[src/rtl/aesl_deadlock_axis_watchdog_if.sv]
// Probe/report bundle of the kernel deadlock watchdog.
// master drives the probes, slave is the watchdog itself.
interface aesl_deadlock_axis_watchdog_if #(
  parameter int NUM_AXIS = 2,
  parameter int NUM_INST = 3,
  parameter int CNT_W    = 16
);
  logic [NUM_AXIS-1:0] axis_block_sigs;
  logic [NUM_INST-1:0] inst_idle_sigs;
  logic [NUM_INST-1:0] inst_block_sigs;
  logic                rearm;
  logic                kernel_block;
  logic                deadlock;
  logic                rpt_valid;
  logic [NUM_AXIS-1:0] rpt_dst;
  logic [NUM_AXIS-1:0] rpt_src;
  logic [NUM_INST-1:0] rpt_inst;
  logic [CNT_W-1:0]    block_cycles;
  logic [7:0]          event_count;

  modport master (
    output axis_block_sigs, inst_idle_sigs,
    output inst_block_sigs, rearm,
    input  kernel_block, deadlock, rpt_valid,
    input  rpt_dst, rpt_src, rpt_inst,
    input  block_cycles, event_count
  );

  modport slave (
    input  axis_block_sigs, inst_idle_sigs,
    input  inst_block_sigs, rearm,
    output kernel_block, deadlock, rpt_valid,
    output rpt_dst, rpt_src, rpt_inst,
    output block_cycles, event_count
  );
endinterface

[src/rtl/aesl_deadlock_axis_watchdog.sv]
// Deadlock watchdog for HLS co-simulation: qualifies a
// sustained block, snapshots the blocked ports, reports.
module aesl_deadlock_axis_watchdog #(
  parameter int NUM_AXIS      = 2,
  parameter int NUM_INST      = 3,
  parameter int BLOCK_THRESH  = 2,
  parameter int SETTLE_CYCLES = 10,
  parameter int ONE_SHOT      = 1,
  parameter int CNT_W         = 16
) (
  input  logic kernel_monitor_clock,
  input  logic kernel_monitor_reset,
  aesl_deadlock_axis_watchdog_if.slave bus
);
  localparam logic [2:0] S_SETTLE = 3'd0;
  localparam logic [2:0] S_IDLE   = 3'd1;
  localparam logic [2:0] S_QUAL   = 3'd2;
  localparam logic [2:0] S_CDST   = 3'd3;
  localparam logic [2:0] S_CSRC   = 3'd4;
  localparam logic [2:0] S_DONE   = 3'd5;
  localparam logic [2:0] S_HOLD   = 3'd6;

  localparam int SW =
    (SETTLE_CYCLES > 1) ? $clog2(SETTLE_CYCLES) : 1;
  localparam int RW = $clog2(BLOCK_THRESH + 1);
  localparam logic [SW-1:0] SETTLE_LAST =
    SW'((SETTLE_CYCLES > 0) ? SETTLE_CYCLES - 1 : 0);
  localparam logic [RW-1:0] RUN_THR = RW'(BLOCK_THRESH);
  localparam logic [CNT_W-1:0] CNT_MAX = '1;

  logic                w_raw;
  logic                w_enter_done;
  logic                w_settle_done;
  logic [2:0]          w_next;
  logic [SW-1:0]       w_settle_nx;
  logic [RW-1:0]       w_run_nx;

  logic [2:0]          r_state;
  logic [SW-1:0]       r_settle;
  logic [RW-1:0]       r_run;
  logic                r_armed;
  logic                r_kblk;
  logic                r_dl;
  logic [7:0]          r_evt;
  logic [CNT_W-1:0]    r_bcnt;
  logic [NUM_AXIS-1:0] r_dst;
  logic [NUM_AXIS-1:0] r_src;
  logic [NUM_INST-1:0] r_inst;

  assign w_raw = (|bus.axis_block_sigs) |
                 (|bus.inst_block_sigs);
  assign w_enter_done = (r_state == S_CSRC);
  assign w_settle_done = (SETTLE_CYCLES == 0) ||
                         (r_settle == SETTLE_LAST);

  always_comb begin
    w_next      = r_state;
    w_settle_nx = r_settle;
    w_run_nx    = r_run;
    unique case (r_state)
      S_SETTLE: begin
        if (w_settle_done) w_next = S_IDLE;
        else w_settle_nx = r_settle + SW'(1);
      end
      S_IDLE: begin
        if (w_raw && r_armed) begin
          w_next   = S_QUAL;
          w_run_nx = RW'(1);
        end
      end
      S_QUAL: begin
        if (!w_raw) begin
          w_next   = S_IDLE;
          w_run_nx = '0;
        end else if (r_run == RUN_THR) begin
          w_next = S_CDST;
        end else begin
          w_run_nx = r_run + RW'(1);
        end
      end
      S_CDST: w_next = S_CSRC;
      S_CSRC: w_next = S_DONE;
      S_DONE: w_next = (ONE_SHOT != 0) ? S_HOLD : S_IDLE;
      S_HOLD: if (bus.rearm) w_next = S_IDLE;
      default: w_next = S_SETTLE;
    endcase
  end

  always_ff @(posedge kernel_monitor_clock) begin
    if (kernel_monitor_reset) begin
      r_state  <= S_SETTLE;
      r_settle <= '0;
      r_run    <= '0;
      r_armed  <= 1'b1;
      r_kblk   <= 1'b0;
      r_dl     <= 1'b0;
      r_evt    <= '0;
      r_bcnt   <= '0;
      r_dst    <= '0;
      r_src    <= '0;
      r_inst   <= '0;
    end else begin
      r_state  <= w_next;
      r_settle <= w_settle_nx;
      r_run    <= w_run_nx;
      r_kblk   <= w_raw;
      if (!w_raw) r_bcnt <= '0;
      else if (r_bcnt != CNT_MAX) r_bcnt <= r_bcnt + 1'b1;
      // one report per episode: re-arm only after a clean sample
      if (ONE_SHOT != 0) r_armed <= 1'b1;
      else if (w_enter_done) r_armed <= 1'b0;
      else if (!w_raw) r_armed <= 1'b1;
      if (bus.rearm) r_dl <= 1'b0;
      else if (w_enter_done) r_dl <= 1'b1;
      if (w_enter_done && r_evt != 8'hFF)
        r_evt <= r_evt + 8'd1;
      if (r_state == S_CDST)
        r_dst <= ~bus.axis_block_sigs;
      if (r_state == S_CSRC) begin
        r_src  <= bus.axis_block_sigs;
        r_inst <= bus.inst_block_sigs &
                  ~bus.inst_idle_sigs;
      end
    end
  end

  assign bus.kernel_block = r_kblk;
  assign bus.deadlock     = r_dl;
  assign bus.rpt_valid    = (r_state == S_DONE);
  assign bus.rpt_dst      = r_dst;
  assign bus.rpt_src      = r_src;
  assign bus.rpt_inst     = r_inst;
  assign bus.block_cycles = r_bcnt;
  assign bus.event_count  = r_evt;
endmodule

[src/flat_wrapper.sv]
// flat-port wrapper written by rule: the top's interface ports become plain ports
module aesl_deadlock_axis_watchdog_flat 
#(
  parameter int NUM_AXIS      = 2,
  parameter int NUM_INST      = 3,
  parameter int BLOCK_THRESH  = 2,
  parameter int SETTLE_CYCLES = 10,
  parameter int ONE_SHOT      = 1,
  parameter int CNT_W         = 16
)
  (kernel_monitor_clock, kernel_monitor_reset, bus_axis_block_sigs, bus_inst_idle_sigs, bus_inst_block_sigs, bus_rearm, bus_kernel_block, bus_deadlock, bus_rpt_valid, bus_rpt_dst, bus_rpt_src, bus_rpt_inst, bus_block_cycles, bus_event_count);
  aesl_deadlock_axis_watchdog_if #(.NUM_AXIS(NUM_AXIS), .NUM_INST(NUM_INST), .CNT_W(CNT_W)) bus_i ();
  input  logic kernel_monitor_clock;
  input  logic kernel_monitor_reset;
  input wire logic [$bits(bus_i.axis_block_sigs)-1:0] bus_axis_block_sigs;
  input wire logic [$bits(bus_i.inst_idle_sigs)-1:0] bus_inst_idle_sigs;
  input wire logic [$bits(bus_i.inst_block_sigs)-1:0] bus_inst_block_sigs;
  input wire logic [$bits(bus_i.rearm)-1:0] bus_rearm;
  output wire logic [$bits(bus_i.kernel_block)-1:0] bus_kernel_block;
  output wire logic [$bits(bus_i.deadlock)-1:0] bus_deadlock;
  output wire logic [$bits(bus_i.rpt_valid)-1:0] bus_rpt_valid;
  output wire logic [$bits(bus_i.rpt_dst)-1:0] bus_rpt_dst;
  output wire logic [$bits(bus_i.rpt_src)-1:0] bus_rpt_src;
  output wire logic [$bits(bus_i.rpt_inst)-1:0] bus_rpt_inst;
  output wire logic [$bits(bus_i.block_cycles)-1:0] bus_block_cycles;
  output wire logic [$bits(bus_i.event_count)-1:0] bus_event_count;
  assign bus_i.axis_block_sigs = bus_axis_block_sigs;
  assign bus_i.inst_idle_sigs = bus_inst_idle_sigs;
  assign bus_i.inst_block_sigs = bus_inst_block_sigs;
  assign bus_i.rearm = bus_rearm;
  assign bus_kernel_block = bus_i.kernel_block;
  assign bus_deadlock = bus_i.deadlock;
  assign bus_rpt_valid = bus_i.rpt_valid;
  assign bus_rpt_dst = bus_i.rpt_dst;
  assign bus_rpt_src = bus_i.rpt_src;
  assign bus_rpt_inst = bus_i.rpt_inst;
  assign bus_block_cycles = bus_i.block_cycles;
  assign bus_event_count = bus_i.event_count;
  aesl_deadlock_axis_watchdog #(.NUM_AXIS(NUM_AXIS), .NUM_INST(NUM_INST), .BLOCK_THRESH(BLOCK_THRESH), .SETTLE_CYCLES(SETTLE_CYCLES), .ONE_SHOT(ONE_SHOT), .CNT_W(CNT_W)) u_core (.kernel_monitor_clock(kernel_monitor_clock), .kernel_monitor_reset(kernel_monitor_reset), .bus(bus_i));
endmodule
[config.mk]
export PLATFORM = sky130hd
export DESIGN_NAME = aesl_deadlock_axis_watchdog_flat
export DESIGN_NICKNAME = d
export VERILOG_FILES = /design/src/rtl/aesl_deadlock_axis_watchdog_if.sv /design/src/rtl/aesl_deadlock_axis_watchdog.sv /design/src/flat_wrapper.sv
export SDC_FILE = /design/constraint.sdc
export NUM_CORES = 1
export LEC_CHECK = 0
export BUFFER_PORTS_ARGS = -buffer_cell sky130_fd_sc_hd__buf_4
export CAP_MARGIN = 20
export CORE_ASPECT_RATIO = 2
export CORE_MARGIN = 2
export CORE_UTILIZATION = 40
export DETAILED_ROUTE_END_ITERATION = 12
export PLACE_DENSITY = 0.73
export SETUP_SLACK_MARGIN = 0.3
export SLEW_MARGIN = 10
export SYNTH_ARGS = -nofsm -noshare
export SYNTH_HDL_FRONTEND = slang
export SYNTH_SLANG_ARGS = --single-unit
[constraint.sdc]
create_clock -name kernel_monitor_clock -period 3.2 [get_ports kernel_monitor_clock]
set_input_delay 0.32 -clock kernel_monitor_clock [delete_from_list [all_inputs] [get_ports kernel_monitor_clock]]
set_output_delay 0.32 -clock kernel_monitor_clock [all_outputs]
set_load 0.005 [all_outputs]
# Word-level counts from Yosys, hierarchy flattened
# Cells that the tools add are included.
# totals
ff_bits	42
inputBits	11
out_inout_bits	34
elab_cells	55
# op_classes
addsub	4
eq_ne	15
n_mux	10
n_bitwise	6
reduce_logical	10
# op_table
op	count
one-hot mux 3 bit (7 select lines)	1
adder 16 x 1 -> 16 bit (second input constant)	1
inequality test 16 bit (second input constant)	1
2-to-1 mux 3 bit	5
equality test 3 bit (second input constant)	3
adder 8 x 1 -> 8 bit (second input constant)	1
inequality test 8 bit (second input constant)	1
equality test 3 x 2 -> 1 bit (second input constant)	2
2-to-1 mux 2 bit	3
inequality test 3 bit (second input constant)	2
OR reduction 2 bit	3
adder 4 x 1 -> 4 bit (second input constant)	1
equality test 4 bit (second input constant)	1
inequality test 2 x 1 -> 1 bit (second input constant)	2
one-hot mux 2 bit (2 select lines)	1
AND reduction 4 bit	1
AND 3 bit	1
equality test 3 x 1 -> 1 bit (second input constant)	1
logical NOT 3 bit	1
inverter 3 bit	1
AND reduction 3 bit	1
OR reduction 3 bit	1
adder 2 x 1 -> 2 bit (second input constant)	1
equality test 2 bit (second input constant)	1
7 further kinds	8

# Logic depth before layout (Yosys ltp)
# logic_depth
ltp_word	4
mapped_depth	9
ltp_nobuf	6

# Least setup slack after synthesis
# Ideal clock, no wire load.
# synth_path
path_kind	reg-to-reg
start	register u_core.r_state[0]
end	register u_core.r_evt[5], in the netlist u_core.bus.event_count[5]
setup_ps	123
arrival_ps	1657
required_ps	3077
slack_ps	1420
stages_incl_launch_ff	7
path_buffers	2
period_less_slack_ps	1780
path_cell_list	dfxtp_1 -> buf_6 -> or3b_4 -> buf_6 -> a311oi_4 -> nand4_1 -> mux2_1
# synth_between
elab_chain_cells	2
# synth_rtl
item	line	rtl
from (decl)	aesl_deadlock_axis_watchdog.sv:38	logic [2:0] r_state;
from (signal assigned)	aesl_deadlock_axis_watchdog.sv:103	r_state <= w_next;
equality test 3 bit	aesl_deadlock_axis_watchdog.sv:52	assign w_enter_done = (r_state == S_CSRC);
logical AND 1 bit	aesl_deadlock_axis_watchdog.sv:115	if (w_enter_done && r_evt != 8'hFF)
to (signal assigned)	aesl_deadlock_axis_watchdog.sv:116	r_evt <= r_evt + 8'd1;
to (decl)	aesl_deadlock_axis_watchdog.sv:44	logic [7:0] r_evt;
# Every way passes these cells.
# A chain may end at the register's enable or synchronous reset.

# Worst setup path in the final report
# layout_path
start	register u_core.r_bcnt[0], in the netlist u_core.bus.block_cycles[0]
end	register u_core.r_bcnt[2], in the netlist u_core.bus.block_cycles[2]
# layout_between
elab_chain_cells	1
elab_cells_between_ends	2
classes_between	add/sub: 1; eq/ne: 1
# layout_rtl
item	line	rtl
from (decl)	aesl_deadlock_axis_watchdog.sv:45	logic [CNT_W-1:0] r_bcnt;
from (signal assigned)	aesl_deadlock_axis_watchdog.sv:108	else if (r_bcnt != CNT_MAX) r_bcnt <= r_bcnt + 1'b1;
adder 16 x 1 -> 16 bit or inequality test 16 bit (tied branches)	aesl_deadlock_axis_watchdog.sv:108	
# Parallel ways exist; a longest one is shown, timed or not.

==> summary.txt <==
Timing
  – Final TNS setup: 0 ns
  – Slew @ Worst Pin: 0.847 ns
  – RSZ-0062 raised after global routing: no
  – Tcrit/Tclk final: 62.2%
  – PnR worst setup slack: 1.21 ns
  – Final setup violation count: 0
  – Hold Violations, Final: 0
  – Setup Skew: 0.00237 ns
  – Time the final worst path needs with I/O delays and setup: 1.99 ns
  – Worst slew margin relative to its limit: 43.4%
  – Hold slack: 0.216 ns
  – Maximum operating frequency: 0.502 GHz
  – Max-slew violation count: 0

Yosys
  – Gate Count Post-Synth: 247
  – Number of synthesized flops with an enable pin: 0
  – Mapped Nets: 263
  – Synthesis warning total: 0
  – Most area-hungry cell type in the Yosys netlist: dfxtp_1
  – Part of the Yosys area used for sequential elements: 40.3%
  – Total standard cell area after synthesis: 2090 um2
  – Most area-consuming cells after synthesis: dfxtp_1, a21oi_1, mux2i_1
  – Proportion of register bits with asynchronous set or reset after synthesis: 0%
  – Unique masters post-synth: 46
  – Synthesized flop and latch total: 42
  – Share of the synthesized area in the top cell type: 40.3%
  – Mapped Avg Cell Area: 8.45 um2
  – Most instantiated flip-flop cell in the synthesis netlist: dfxtp_1

Finish
  – Most common cell after layout, fill and taps aside: buf_4
  – Util after Layout: 49.4%
  – Post-route cell area: 2520 um2
  – Filler-free cell count of the finished design: 346
  – Multi-input gate area in the final layout: 1130 um2
  – Area growth from synthesis to layout: 20.6%
  – Most frequent cells in the layout: buf_4, dfxtp_1, nand2_1, a21oi_1, nor2_1
  – Number of fill cells: 529
  – Footprint of the flip-flops and latches: 841 um2
  – Number of antenna repair diodes: 0
  – Number of nets in the finished design: 303
  – Share of layout cells above drive strength 1: 20.8%

Flow run
  – Max cap viols: 0

Drt
  – First-pass iteration count of the detailed router: 4
  – Detail-routed via count per cell: 5.42
  – Number of remaining DRC errors: 0
  – Total via count in the routed design: 1,876
  – Routed wire length: 4.59 mm
  – Per-cell routed wire length: 13.3 um
  – Final ANT Viol Nets: 0
  – Initial drt markers: 28

Global routing
  – Total global routing overflow: 0
  – Antenna violations before repair: 0
  – Largest net degree at the start of global routing: 30
  – Overall Global Routing Usage: 16.8%
  – Wire length of the first global-routing pass: 7.34 mm
  – Vias in the first global route: 1,674

Worst hold path
  – Hold/Removal Path Class: input pin to flop

Die
  – Area of the die: 5850 um2
  – Die outline height: 106 um
  – Top-level I/O count: 45
  – Floorplan die width: 55.1 um
  – Row count: 37
  – Placeable core region: 5090 um2
  – Starting density of the core: 41.0%

Clock network
  – Clk Latency, worst-skew pair: 0.29 ns
  – Count of buffers added by post-CTS timing repair for setup: 0
  – Clock sink count: 42
  – Post-CTS Hold Fix Bufs: 0
  – Worst-case clock buffer depth: 2
  – Number of gates resized after CTS: 0
  – CTS tree: yes
  – Maximum level of the CTS H-tree: 2
  – Root buffer cell: clkbuf_8
  – Worst-path clk slew: 0.08 ns
  – Inserted Clock Buffers: 5

Critical path
  – Startpoint Class: flop
  – Crit Reg-Reg Endpoint: u_core.bus.block_cycles[2]$_SDFFE_PP0P_
  – Reg-to-reg critical path startpoint: u_core.bus.block_cycles[0]$_SDFFE_PP0P_
  – Max FO, Critical Path: 7
  – R2r worst-path depth: 5
  – Register-to-register setup slack: 1.21 ns
  – Timing endpoint of the critical path: u_core.bus.block_cycles[2]$_SDFFE_PP0P_
  – Worst Setup End Kind: flop
  – Critical Path RT: 3.43 ns
  – CP Launch Point: u_core.bus.block_cycles[0]$_SDFFE_PP0P_
  – Crit path arrival time: 2.22 ns
  – Crit Path Category: flop to flop

Placement
  – Post-Place Cell Area: 2420 um2
  – Instance count after placement with tap cells included: 338
  – Worst setup slack after placement: 1.17 ns
  – Number of buffers added on ports: 44
  – Post-DP HPWL: 3.47 mm
  – Final weighted congestion of routability-driven global placement: 0.797

Pwr
  – Leakage power: 0.985 nW
  – Post-layout power: 1.07 mW
  – Peak supply drop: 0.000348 V
  – Power density of the placed cells: 424 nW/um2

Status
  – Result of the run: finished, final reports clean
-- per-layer routing --
| metal | track usage, % | vias to the layer above | share of wire (%) |
|---|---|---|---|
| li1 | - | 959 | - |
| met3 | 3.93 | 8 | 4.7 |
| met5 | 0 | - | 0 |
| met4 | 5.92 | 0 | 1.8 |
| met2 | 31.0 | 45 | 54 |
| met1 | 16.9 | 864 | 39 |
-- sequential cells by signal, indices dropped and copies added, names as in the netlist --
signal and count:
u_core.bus.event_count 8, u_core.bus.kernel_block 1, u_core.r_settle 4, u_core.r_run 2, u_core.bus.deadlock 1, u_core.bus.rpt_src 2
u_core.bus.rpt_dst 2, u_core.bus.rpt_inst 3, u_core.bus.block_cycles 16, u_core.r_state 3
-- critical path, cell delays in order (launching register included) --
cell	delay [ns]
dfxtp_1	0.42
ha_1	0.19
nand3_1	0.20
or4_1	0.61
o21ai_0	0.30
mux2i_1	0.21
-- area by class of cell --
class                           instances  share of cell area (%)
Tap cell                               58                    2.88
Sequential cell                        42                    33.4
Inverter                               11                    1.64
Clock inverter                          1                   0.199
Clock buffer                            7                    3.43
Multi-Input combinational cell        182                    45.0
Timing Repair Buffer                   45                    13.4
-- cells by family after synthesis --
logic type | Yosys count | share of synthesized area [%]
xor+xnor | 7 | 2.94
buf+inv | 23 | 5.46
compound gates | 52 | 15.8
mux | 13 | 6.36
fa+ha+maj | 5 | 3.00
simple gates | 105 | 26.1
flops | 42 | 40.3
-- how the worst min path moves through the flow --
stage	start	endpoint	slack [ns]	depth (start not counted)
after floorplan	bus_rearm	u_core.bus.deadlock$_SDFFE_PP0P_	0.40	1
after global placement	u_core.bus.rpt_inst[1]$_SDFFE_PP0P_	u_core.bus.rpt_inst[1]$_SDFFE_PP0P_	0.45	2
after detailed placement	u_core.bus.rpt_inst[1]$_SDFFE_PP0P_	u_core.bus.rpt_inst[1]$_SDFFE_PP0P_	0.46	2
after CTS	bus_axis_block_sigs[0]	u_core.bus.rpt_dst[0]$_SDFFE_PP0N_	0.20	2
after global routing	bus_axis_block_sigs[1]	u_core.bus.rpt_dst[1]$_SDFFE_PP0N_	0.22	2
final	bus_axis_block_sigs[0]	u_core.bus.rpt_dst[0]$_SDFFE_PP0N_	0.22	2
-- report_power, final --
part           internal, mW  switching, mW  total, mW
registers             0.550         0.0351      0.585
logic                0.0629         0.0673      0.130
clock network         0.174          0.178      0.352
total                 0.787          0.281       1.07
-- synth_stat cells, types with 2 or more instances --
master	number
or3_1	3
buf_6	3
dfxtp_1	42
a31o_2	2
nand3b_1	4
buf_2	4
and3_1	2
o21ai_0	11
ha_1	5
a21oi_1	22
and4_1	2
or2_1	2
nor2b_1	2
mux2_1	2
nand3_1	9
nor3_1	9
xnor2_1	2
nand2_1	26
nand4_1	5
inv_1	11
clkbuf_1	3
buf_1	2
mux2i_1	11
nor4_1	4
xor2_1	5
a211oi_1	4
a31oi_1	4
nand2b_1	10
nor2_1	19
No activity file was read; power rests on OpenSTA's default activity.
